`src/rtl/array_pkg.sv`:
```
// array_pkg: shared FSM state enum, default widths and row stride for the array host controller.
package array_pkg;
  localparam int DEF_N          = 4;
  localparam int DEF_DW         = 16;
  localparam int DEF_AW         = 10;
  localparam int DEF_ROW_STRIDE = 256;
  localparam int DEF_IW         = 4;
  localparam int DEF_IDEPTH     = 8;
  localparam int DEF_OW         = 32;
  localparam int DEF_OAW        = 4;
  localparam int DEF_TIMEOUT    = 1024;

  typedef enum logic [2:0] {IDLE, LOAD_AB, LOAD_I, KICK, WAIT, DRAIN, DONE} hostState_e;

  // Counter width that stays at least one bit for single-entry ranges.
  function automatic int cntW(input int n);
    return (n > 1) ? $clog2(n) : 1;
  endfunction
endpackage

```
`src/rtl/array_host_ctrl_if.sv`:
```
// array_host_ctrl_if: matrix, instruction and result streams of the array host controller.
interface array_host_ctrl_if import array_pkg::*; #(
  parameter int DW = DEF_DW,
  parameter int IW = DEF_IW,
  parameter int OW = DEF_OW
) ();
  logic          s_valid, s_ready;
  logic [DW-1:0] s_data_a, s_data_b;
  logic          i_valid, i_ready;
  logic [IW-1:0] i_data;
  logic          m_valid, m_ready;
  logic [OW-1:0] m_data;

  modport slave (
    input  s_valid, s_data_a, s_data_b, i_valid, i_data, m_ready,
    output s_ready, i_ready, m_valid, m_data
  );
  modport master (
    output s_valid, s_data_a, s_data_b, i_valid, i_data, m_ready,
    input  s_ready, i_ready, m_valid, m_data
  );
endinterface

```
`src/rtl/array_rc_counter.sv`:
```
// array_rc_counter: row/column walker; column wraps into the next row, whole count wraps after the last cell.
module array_rc_counter import array_pkg::*; #(
  parameter int ROWS = DEF_N,
  parameter int COLS = 2*DEF_N-1,
  parameter int RW   = cntW(ROWS),
  parameter int CW   = cntW(COLS)
) (
  input  logic          clk,
  input  logic          rst,
  input  logic          clr,
  input  logic          inc,
  output logic [RW-1:0] row,
  output logic [CW-1:0] col,
  output logic          last
);
  assign last = (row == RW'(ROWS-1)) && (col == CW'(COLS-1));

  // Step on inc only, so a stalled stream leaves the position untouched.
  always_ff @(posedge clk) begin
    if (!rst || clr) begin
      row <= '0;
      col <= '0;
    end else if (inc) begin
      if (col == CW'(COLS-1)) begin
        col <= '0;
        row <= last ? '0 : row + RW'(1);
      end else begin
        col <= col + CW'(1);
      end
    end
  end
endmodule

```
`src/rtl/array_host_ctrl.sv`:
```
// array_host_ctrl: loads A/B and instruction memories, kicks the systolic array, drains results.
// Optional macro ARRAY_HOST_TIMEOUT_EN bounds WAIT by TIMEOUT cycles and raises err on expiry.
module array_host_ctrl import array_pkg::*; #(
  parameter int N          = DEF_N,
  parameter int DW         = DEF_DW,
  parameter int AW         = DEF_AW,
  parameter int ROW_STRIDE = DEF_ROW_STRIDE,
  parameter int IW         = DEF_IW,
  parameter int IDEPTH     = DEF_IDEPTH,
  parameter int OW         = DEF_OW,
  parameter int OAW        = DEF_OAW
`ifdef ARRAY_HOST_TIMEOUT_EN
  , parameter int TIMEOUT  = DEF_TIMEOUT
`endif
) (
  input  logic                      clk,
  input  logic                      rst,
  input  logic                      start,
  input  logic                      abort,
  output logic                      busy,
  output logic                      done,
  output logic                      err,
  array_host_ctrl_if.slave          bus,
  output logic [AW-1:0]             addrA,
  output logic [DW-1:0]             dataA,
  output logic                      enA,
  output logic [AW-1:0]             addrB,
  output logic [DW-1:0]             dataB,
  output logic                      enB,
  output logic [$clog2(IDEPTH)-1:0] addrI,
  output logic [IW-1:0]             dataI,
  output logic                      enI,
  output logic [OAW-1:0]            addrO,
  input  logic [OW-1:0]             dataO,
  output logic                      ap_start,
  input  logic                      ap_done
);
  localparam int IIW = $clog2(IDEPTH);
  localparam int RC  = 2*N-1;

  hostState_e        state, nextState;
  logic [cntW(N)-1:0]  abRow, drRow, drCol;
  logic [cntW(RC)-1:0] abCol;
  logic                abLast, drLast;
  logic [IIW-1:0]      iCnt;
  logic                rdPend, mValidR;
  logic [OW-1:0]       mDataR;
  logic                sHs, iHs, mHs, timeout;

  // Readies are withheld during reset and abort so no write slips through on those cycles.
  assign bus.s_ready = rst && !abort && (state == LOAD_AB);
  assign bus.i_ready = rst && !abort && (state == LOAD_I);
  assign sHs = bus.s_ready && bus.s_valid;
  assign iHs = bus.i_ready && bus.i_valid;
  assign mHs = bus.m_valid && bus.m_ready && (state == DRAIN);

  assign enA   = sHs;
  assign enB   = sHs;
  assign addrA = rst ? AW'(int'(abRow) * ROW_STRIDE + int'(abCol)) : '0;
  assign addrB = addrA;
  assign dataA = sHs ? bus.s_data_a : '0;
  assign dataB = sHs ? bus.s_data_b : '0;
  assign enI   = iHs;
  assign addrI = rst ? iCnt : '0;
  assign dataI = iHs ? bus.i_data : '0;
  assign addrO = rst ? OAW'(int'(drRow) * N + int'(drCol)) : '0;

  assign bus.m_valid = rst && mValidR;
  assign bus.m_data  = rst ? mDataR : '0;
  assign ap_start    = rst && !abort && (state == KICK);
  assign busy        = rst && (state != IDLE);
  assign done        = rst && !abort && (state == DONE);

  array_rc_counter #(.ROWS(N), .COLS(RC)) abCnt (
    .clk(clk), .rst(rst), .clr(state == IDLE), .inc(sHs),
    .row(abRow), .col(abCol), .last(abLast)
  );

  array_rc_counter #(.ROWS(N), .COLS(N)) drCnt (
    .clk(clk), .rst(rst), .clr(state == IDLE), .inc(mHs),
    .row(drRow), .col(drCol), .last(drLast)
  );

  // Instruction write pointer, parked at 0 outside a job.
  always_ff @(posedge clk) begin
    if (!rst || state == IDLE) iCnt <= '0;
    else if (iHs)              iCnt <= iCnt + IIW'(1);
  end

`ifdef ARRAY_HOST_TIMEOUT_EN
  localparam int TW = $clog2(TIMEOUT+1);
  logic [TW-1:0] waitCnt;
  logic          errR;

  assign timeout = (waitCnt == TW'(TIMEOUT-1));
  assign err     = rst && errR;

  // Cycles spent in WAIT; restarts from 0 on every entry.
  always_ff @(posedge clk) begin
    if (!rst || state != WAIT) waitCnt <= '0;
    else                       waitCnt <= waitCnt + TW'(1);
  end

  // Sticky timeout flag, cleared when the next job starts.
  always_ff @(posedge clk) begin
    if (!rst)                                               errR <= 1'b0;
    else if (state == IDLE && start)                        errR <= 1'b0;
    else if (state == WAIT && timeout && !ap_done && !abort) errR <= 1'b1;
  end
`else
  assign timeout = 1'b0;
  assign err     = 1'b0;
`endif

  // State register.
  always_ff @(posedge clk) begin
    if (!rst) state <= IDLE;
    else      state <= nextState;
  end

  // Next state; abort overrides every other transition.
  always_comb begin
    nextState = state;
    case (state)
      IDLE:    if (start)           nextState = LOAD_AB;
      LOAD_AB: if (sHs && abLast)   nextState = LOAD_I;
      LOAD_I:  if (iHs && iCnt == IIW'(IDEPTH-1)) nextState = KICK;
      KICK:                         nextState = WAIT;
      WAIT:    if (ap_done)         nextState = DRAIN;
               else if (timeout)    nextState = DONE;
      DRAIN:   if (mHs && drLast)   nextState = DONE;
      DONE:                         nextState = IDLE;
      default:                      nextState = IDLE;
    endcase
    if (abort && state != IDLE) nextState = IDLE;
  end

  // Drain sequencing: issue address, capture read data a cycle later, hold until taken.
  always_ff @(posedge clk) begin
    if (!rst || abort || state != DRAIN) begin
      rdPend  <= 1'b0;
      mValidR <= 1'b0;
    end else if (rdPend) begin
      rdPend  <= 1'b0;
      mValidR <= 1'b1;
    end else if (mValidR) begin
      if (bus.m_ready) mValidR <= 1'b0;
    end else begin
      rdPend <= 1'b1;
    end
  end

  // Result holding register, loaded from the one-cycle-late read data.
  always_ff @(posedge clk) begin
    if (!rst)        mDataR <= '0;
    else if (rdPend) mDataR <= dataO;
  end
endmodule

```
`src/flat_wrapper.sv`:
```
// flat-port wrapper written by rule: the top's interface ports become plain ports
module array_host_ctrl_flat import array_pkg::*;
#(
  parameter int N          = DEF_N,
  parameter int DW         = DEF_DW,
  parameter int AW         = DEF_AW,
  parameter int ROW_STRIDE = DEF_ROW_STRIDE,
  parameter int IW         = DEF_IW,
  parameter int IDEPTH     = DEF_IDEPTH,
  parameter int OW         = DEF_OW,
  parameter int OAW        = DEF_OAW

)
  (clk, rst, start, abort, busy, done, err, addrA, dataA, enA, addrB, dataB, enB, addrI, dataI, enI, addrO, dataO, ap_start, ap_done, bus_s_valid, bus_s_data_a, bus_s_data_b, bus_i_valid, bus_i_data, bus_m_ready, bus_s_ready, bus_i_ready, bus_m_valid, bus_m_data);
  array_host_ctrl_if #(.DW(DW), .IW(IW), .OW(OW)) bus_i ();
  input  logic clk;
  input  logic rst;
  input  logic start;
  input  logic abort;
  output logic busy;
  output logic done;
  output logic err;
  output logic [AW-1:0] addrA;
  output logic [DW-1:0] dataA;
  output logic enA;
  output logic [AW-1:0] addrB;
  output logic [DW-1:0] dataB;
  output logic enB;
  output logic [$clog2(IDEPTH)-1:0] addrI;
  output logic [IW-1:0] dataI;
  output logic enI;
  output logic [OAW-1:0] addrO;
  input  logic [OW-1:0] dataO;
  output logic ap_start;
  input  logic ap_done;
  input wire logic [$bits(bus_i.s_valid)-1:0] bus_s_valid;
  input wire logic [$bits(bus_i.s_data_a)-1:0] bus_s_data_a;
  input wire logic [$bits(bus_i.s_data_b)-1:0] bus_s_data_b;
  input wire logic [$bits(bus_i.i_valid)-1:0] bus_i_valid;
  input wire logic [$bits(bus_i.i_data)-1:0] bus_i_data;
  input wire logic [$bits(bus_i.m_ready)-1:0] bus_m_ready;
  output wire logic [$bits(bus_i.s_ready)-1:0] bus_s_ready;
  output wire logic [$bits(bus_i.i_ready)-1:0] bus_i_ready;
  output wire logic [$bits(bus_i.m_valid)-1:0] bus_m_valid;
  output wire logic [$bits(bus_i.m_data)-1:0] bus_m_data;
  assign bus_i.s_valid = bus_s_valid;
  assign bus_i.s_data_a = bus_s_data_a;
  assign bus_i.s_data_b = bus_s_data_b;
  assign bus_i.i_valid = bus_i_valid;
  assign bus_i.i_data = bus_i_data;
  assign bus_i.m_ready = bus_m_ready;
  assign bus_s_ready = bus_i.s_ready;
  assign bus_i_ready = bus_i.i_ready;
  assign bus_m_valid = bus_i.m_valid;
  assign bus_m_data = bus_i.m_data;
  array_host_ctrl #(.N(N), .DW(DW), .AW(AW), .ROW_STRIDE(ROW_STRIDE), .IW(IW), .IDEPTH(IDEPTH), .OW(OW), .OAW(OAW)) u_core (.clk(clk), .rst(rst), .start(start), .abort(abort), .busy(busy), .done(done), .err(err), .bus(bus_i), .addrA(addrA), .dataA(dataA), .enA(enA), .addrB(addrB), .dataB(dataB), .enB(enB), .addrI(addrI), .dataI(dataI), .enI(enI), .addrO(addrO), .dataO(dataO), .ap_start(ap_start), .ap_done(ap_done));
endmodule
```
`config.mk`:
```
export PLATFORM = sky130hd
export DESIGN_NAME = array_host_ctrl_flat
export DESIGN_NICKNAME = d
export VERILOG_FILES = /design/src/rtl/array_pkg.sv /design/src/rtl/array_host_ctrl_if.sv /design/src/rtl/array_rc_counter.sv /design/src/rtl/array_host_ctrl.sv /design/src/flat_wrapper.sv
export SDC_FILE = /design/constraint.sdc
export NUM_CORES = 1
export LEC_CHECK = 0
export ABC_AREA = 1
export BUFFER_PORTS_ARGS = -buffer_cell sky130_fd_sc_hd__buf_2
export CORE_MARGIN = 5
export CORE_UTILIZATION = 35
export DETAILED_ROUTE_END_ITERATION = 8
export HOLD_SLACK_MARGIN = 0.05
export PLACE_DENSITY_LB_ADDON = 0.05
export SETUP_SLACK_MARGIN = 0.02
export SYNTH_ARGS = -nofsm -noshare
export SYNTH_HDL_FRONTEND = slang
export SYNTH_HIERARCHICAL = 1
export SYNTH_SLANG_ARGS = --single-unit
```
`constraint.sdc`:
```
create_clock -name clk -period 1.5 [get_ports clk]
set_input_delay 0 -clock clk [delete_from_list [all_inputs] [get_ports clk]]
set_output_delay 0 -clock clk [all_outputs]
set_load 0.02 [all_outputs]
```
# Word-level counts from Yosys, hierarchy flattened
# Index checks and enable logic that the tools add are counted.
# Widths: inputs -> output; s select.
[word_totals]
reg_bits = 49
input_bits = 76
[classes]
addsub = 7
n_eq_ne = 17
mux = 21
bitwise_logic = 1
reduce_logical = 29
[ops]
columns = ["operator", "n"]
rows = [
  ["$mux 16", 2],
  ["$mux 32", 1],
  ["$mux 3", 7],
  ["$pmux 3 s6", 1],
  ["$logic_and 1x1->1", 17],
  ["$eq 3x3->1 const B", 5],
  ["$add 10x3->10", 1],
  ["$mux 10", 1],
  ["$ne 2x2->1 const B", 5],
  ["$mux 4", 2],
  ["$add 2x1->2 const B", 3],
  ["$add 3x1->3 const B", 2],
  ["$eq 2x2->1 const B", 3],
  ["$eq 3x2->1 const B", 2],
  ["$mux 2", 3],
  ["$reduce_and 5->1", 1],
  ["$add 4x2->4", 1],
  ["$mux 1", 4],
  ["$reduce_and 2->1", 2],
  ["$reduce_or 2->1", 2],
  ["$eq 3x1->1 const B", 1],
  ["$logic_not 3->1", 1],
  ["$logic_or 1x1->1", 3],
  ["$ne 3x3->1 const B", 1],
  ["3 further kinds", 4],
]

# Logic depth before layout (Yosys ltp)
[logic_depth]
depth_word = 7
depth_mapped = 14
depth_no_buf = 12

# By module
# The synthesis kept the hierarchy.
[by_module_without_submodules]
columns = ["module", "n_inst", "cells_each", "area_per_inst_um2", "seq_area_each_um2"]
rows = [
  ["array_host_ctrl", 1, 397, 2391.0, 800.8],
  ["array_rc_counter at u_core.abCnt", 1, 37, 262.8, 100.1],
  ["array_rc_counter at u_core.drCnt", 1, 30, 220.2, 80.1],
]

# Worst setup path after synthesis
# Ideal clock, no wire load.
[synth_path]
path_kind = "register to register"
start = "register u_core.state[2]"
end = "register u_core.abCnt.row[0]"
setup_time_ns = 0.110
arrival_time_ns = 1.573
path_slack_ns = -0.183
path_stages_with_launch = 12
period_less_slack_ns = 1.683
cell_sequence = "dfxtp_1 inv_1 nand3_1 nor2_4 nand2_4 buf_6 inv_1 nand2_2 inv_2 nand3_1 nand2_1 nor2_2"
[synth_via]
elab_chain_cells = 4
word_cells_on_any_way = 6
[synth_rtl]
columns = ["item", "line_no", "source"]
rows = [
  ["from (decl)", "array_host_ctrl.sv:41", "hostState_e state, nextState;"],
  ["from (signal assigned)", "array_host_ctrl.sv:118", "else state <= nextState;"],
  ["$eq 3x1->1", "array_host_ctrl.sv:51", "assign bus.s_ready = rst && !abort && (state == LOAD_AB);"],
  ["$logic_and 1x1->1", "array_host_ctrl.sv:51", ""],
  ["net bus_s_ready", "flat_wrapper.sv:42", "output wire logic [$bits(bus_i.s_ready)-1:0] bus_s_ready;"],
  ["$logic_and 1x1->1", "array_host_ctrl.sv:53", "assign sHs = bus.s_ready && bus.s_valid;"],
  ["net enA", "flat_wrapper.sv:25", "output logic enA;"],
  ["$reduce_and 2->1 (no source line)", "-", ""],
  ["to (signal assigned)", "array_rc_counter.sv:26", "row <= last ? '0 : row + RW'(1);"],
  ["to (decl)", "array_rc_counter.sv:12", "output logic [RW-1:0] row,"],
]
# The timed path passes the listed nets, and every way through them passes these cells.
# A chain may end at the register's enable or synchronous reset.

# Worst setup path in the final report
[layout_path]
start = "register u_core.state[1]"
end = "output dataA[3]"
[layout_via]
elab_chain_cells = 4
[layout_rtl]
columns = ["item", "line_no", "source"]
rows = [
  ["$eq 3x1->1", "array_host_ctrl.sv:51", ""],
  ["$logic_and 1x1->1", "array_host_ctrl.sv:51", ""],
  ["$logic_and 1x1->1", "array_host_ctrl.sv:53", ""],
  ["$mux 16", "array_host_ctrl.sv:61", "assign dataA = sHs ? bus.s_data_a : '0;"],
  ["to (decl)", "flat_wrapper.sv:24", "output logic [DW-1:0] dataA;"],
]
# No other way between the ends.

==> results.md <==
- Status: finished with violations
- Failing checks: negative setup slack
- FF-to-FF End: u_core/abCnt/row[0]$_SDFFE_PP0P_
- Fin crit share: 1.01
- Final period demand of the worst path: 1520 ps
- Worst min path class: input port to register
- CTS Sinks: 49
- DIE WIDTH: 101 um
- Critical path depth: 7
- Worst r2r src: u_core/state[1]$_SDFFE_PP0P_
- Initial antenna violation count: 0
- Fmax: 0.657 GHz
- Final net count: 740
- Critical Path RT: 1500 ps
- Top FF cell, synth: dfxtp_1
- Routed met2 length: 4800 um
- Final Hold Fails: 0
- Critical path arrival: 1520 ps
- Post-Syn Area per Cell: 6.19 um2
- Mapped Area: 2870 um2
- Crit Path Class: register to output port
- Drt first pass iters: 4
- CP cell instances: inv_4, nand3_4, nor2_4, nand2_4, clkbuf_16, nor2_2, buf_4
- GR Overflow Total: 0
- FP Rows: 33
- RSZ-0062 raised after global routing: yes
- CP endpoint kind: output port
- Setup violations, final: 6
- Reg2Reg Depth: 11
- Synth top area share: 0.341
- Worst Setup SP: u_core/state[1]$_SDFFE_PP0P_
- Ports: 181
- Top sig layer: met4
- Total Power: 0.00325 W
- Post-synth top cells: 117 x nor2_1, 102 x inv_1, 71 x nand2_1
- WL met3: 742 um
- Worst setup endpoint: dataA[3]
- Netlist cell types: 31
- CTS buffer count: 5
- Top delay family on crit path: buffers and inverters
- GRT Total Usage: 0.162
- Worst Path Max Fanout: 8
- Vias in the first global route: 3035
- DIE HEIGHT: 101 um
- # DRC: 0
- DR vias/cell: 4.36
- Post-Syn Instances: 464
- WL final: 9400 um
- Sequential area share after synthesis: 0.341
- Slowest stage delay, CP: 370 ps
- RePlAce Congestion: 0.825
- Final Max Tran Viols: 0
- Setup tns final: -62.4 ps
- Core area: 8090 um2
- Die area: 10100 um2
- Drt wl/cell: 12.3 um
- Util after Layout: 0.565
- Peak supply drop: 0.613 mV
- Synth Register Bits: 49
- First-pass GRT wire length: 13600 um
- Buf/Inv on CP: 3
- Hpwl dp: 6470 um
- Diodes inserted: 0
- Flop2flop setup slack: 140 ps
- Ranking of synthesized cells by area: dfxtp_1 34%, nor2_1 15%, inv_1 13%
- Post-synth EDFFs: 0
- Synth area leader: dfxtp_1
- Largest net degree at the start of global routing: 56
- Crit path launch type: register
- Reg clk slew, reported paths: 110 ps
- Pwr dens: 711 nW/um2
- Ys async rst share: 0
- Routed Antenna Nets: 0
- Layout fillers: 789
- Final Worst Setup Slack: -21.5 ps
- Dpl ws: 111 ps
- Syn. warnings: 6
- Clock skew: 17.0 ps
- Min-Delay Path Depth: 4
- Clock Tree Root: clkbuf_8
- Dominant cell by count in the synthesized netlist: nor2_1
- Input/output buffers: 169
- Max_cap viols: 0
- Routed length on met1: 3730 um
- Initial core utilization: 0.355
- TritonCTS clock tree: yes
- Area growth, synth to finish: 59.0%
- Share of post-route cells with drive strength above 1: 0.381
- Clock buffer depth: 2
- Via count: 3332
- Worst skew pair latency: 310 ps
- CP max stage cell: dfxtp_4
- 1st-iter DRT viols: 103
- H-tree lvl count: 2
- Pleak: 2.80 nW
[layout make-up]
class,count,area (um2),share of cell area
multi-input cells,283,1480,0.323
repair buffers,212,1460,0.320
flip-flops and latches,49,990,0.217
inverters,107,418,0.0915
well taps,105,131,0.0288
clock buffers,5,68.8,0.0151
clock inverters,3,22.5,0.00493
[sequential cells by signal, indices dropped and copies added, names as in the netlist]
signal	count
u_core/state	3
u_core/mValidR	1
u_core/drCnt/col	2
u_core/mDataR	32
u_core/drCnt/row	2
u_core/rdPend	1
u_core/abCnt/row	2
u_core/abCnt/col	3
u_core/iCnt	3
[through the flow]
stage | hold slack (ps) | area [um2] | instances
2_1_floorplan | 119 | 2930 | 474
3_3_place_gp | 223 | 3730 | 720
3_5_place_dp | 230 | 3730 | 720
4_1_cts | 51.1 | 4210 | 760
5_1_grt | 52.8 | 4570 | 764
6_report | 53.4 | 4570 | 764
[layer usage]
| layer | vias to the layer above | GRT usage |
|---|---|---|
| met5 | - | 0 |
| met4 | 0 | 0.0404 |
| met3 | 13 | 0.0318 |
| met2 | 137 | 0.293 |
| met1 | 1469 | 0.196 |
| li1 | 1713 | - |
[worst min-delay path, cell delays in order]
cell     delay (ps)
buf_2           110
nand2_4          90
nand2_1          70
a21oi_1          50
[timing repair]
item | 4_1_cts | 5_1_grt
pin swaps | 1 | 4
cloned | 0 | 3
setup buffers | 0 | 1
endpoints found under the setup margin | 32 | 39
endpoints found under the hold margin | 32 | 0
resized for setup | 21 | 92
hold buffers | 32 | 0
[placed cells by master (no fill, tap or decap), types with 9 or more instances in the layout]
| master | count |
|---|---|
| a21oi_1 | 9 |
| buf_2 | 137 |
| buf_4 | 19 |
| buf_6 | 20 |
| conb_1 | 11 |
| dfxtp_1 | 44 |
| dlygate4sd3_1 | 32 |
| inv_1 | 98 |
| nand2_1 | 71 |
| nor2_1 | 84 |
| nor2_2 | 19 |
| nor2_4 | 19 |
| o21ai_0 | 37 |
[power breakdown]
group	switching (W)	internal (W)
clock	0.000463	0.000332
sequential	0.0000570	0.00135
combinational	0.000614	0.000440
total	0.00113	0.00212
[worst min path at each step]
stage	from	endpoint	slack, ps
finish	bus_i_valid	u_core/iCnt[1]$_SDFFE_PN0N_	50
CTS	bus_m_ready	u_core/mValidR$_SDFF_PP0_	50
global route	abort	u_core/mValidR$_SDFF_PP0_	50
global placement	dataO[10]	u_core/mDataR[10]$_SDFFE_PN0P_	220
detailed placement	dataO[7]	u_core/mDataR[7]$_SDFFE_PN0P_	230
floorplan	bus_s_data_a[0]	dataA[0]	120
[cell families (layout without fill, tap and decap cells)]
group,after synthesis,after routing,synth area share
and+or+nand+nor,215,215,0.316
buffers and inverters,142,327,0.221
AOI/OAI and AO/OA,50,50,0.0910
DFF,49,49,0.341
adders and majority gates,6,6,0.0261
other,1,11,0.00130
xor gates and xnor gates,1,1,0.00305
Power figures use the tool's default switching activity.
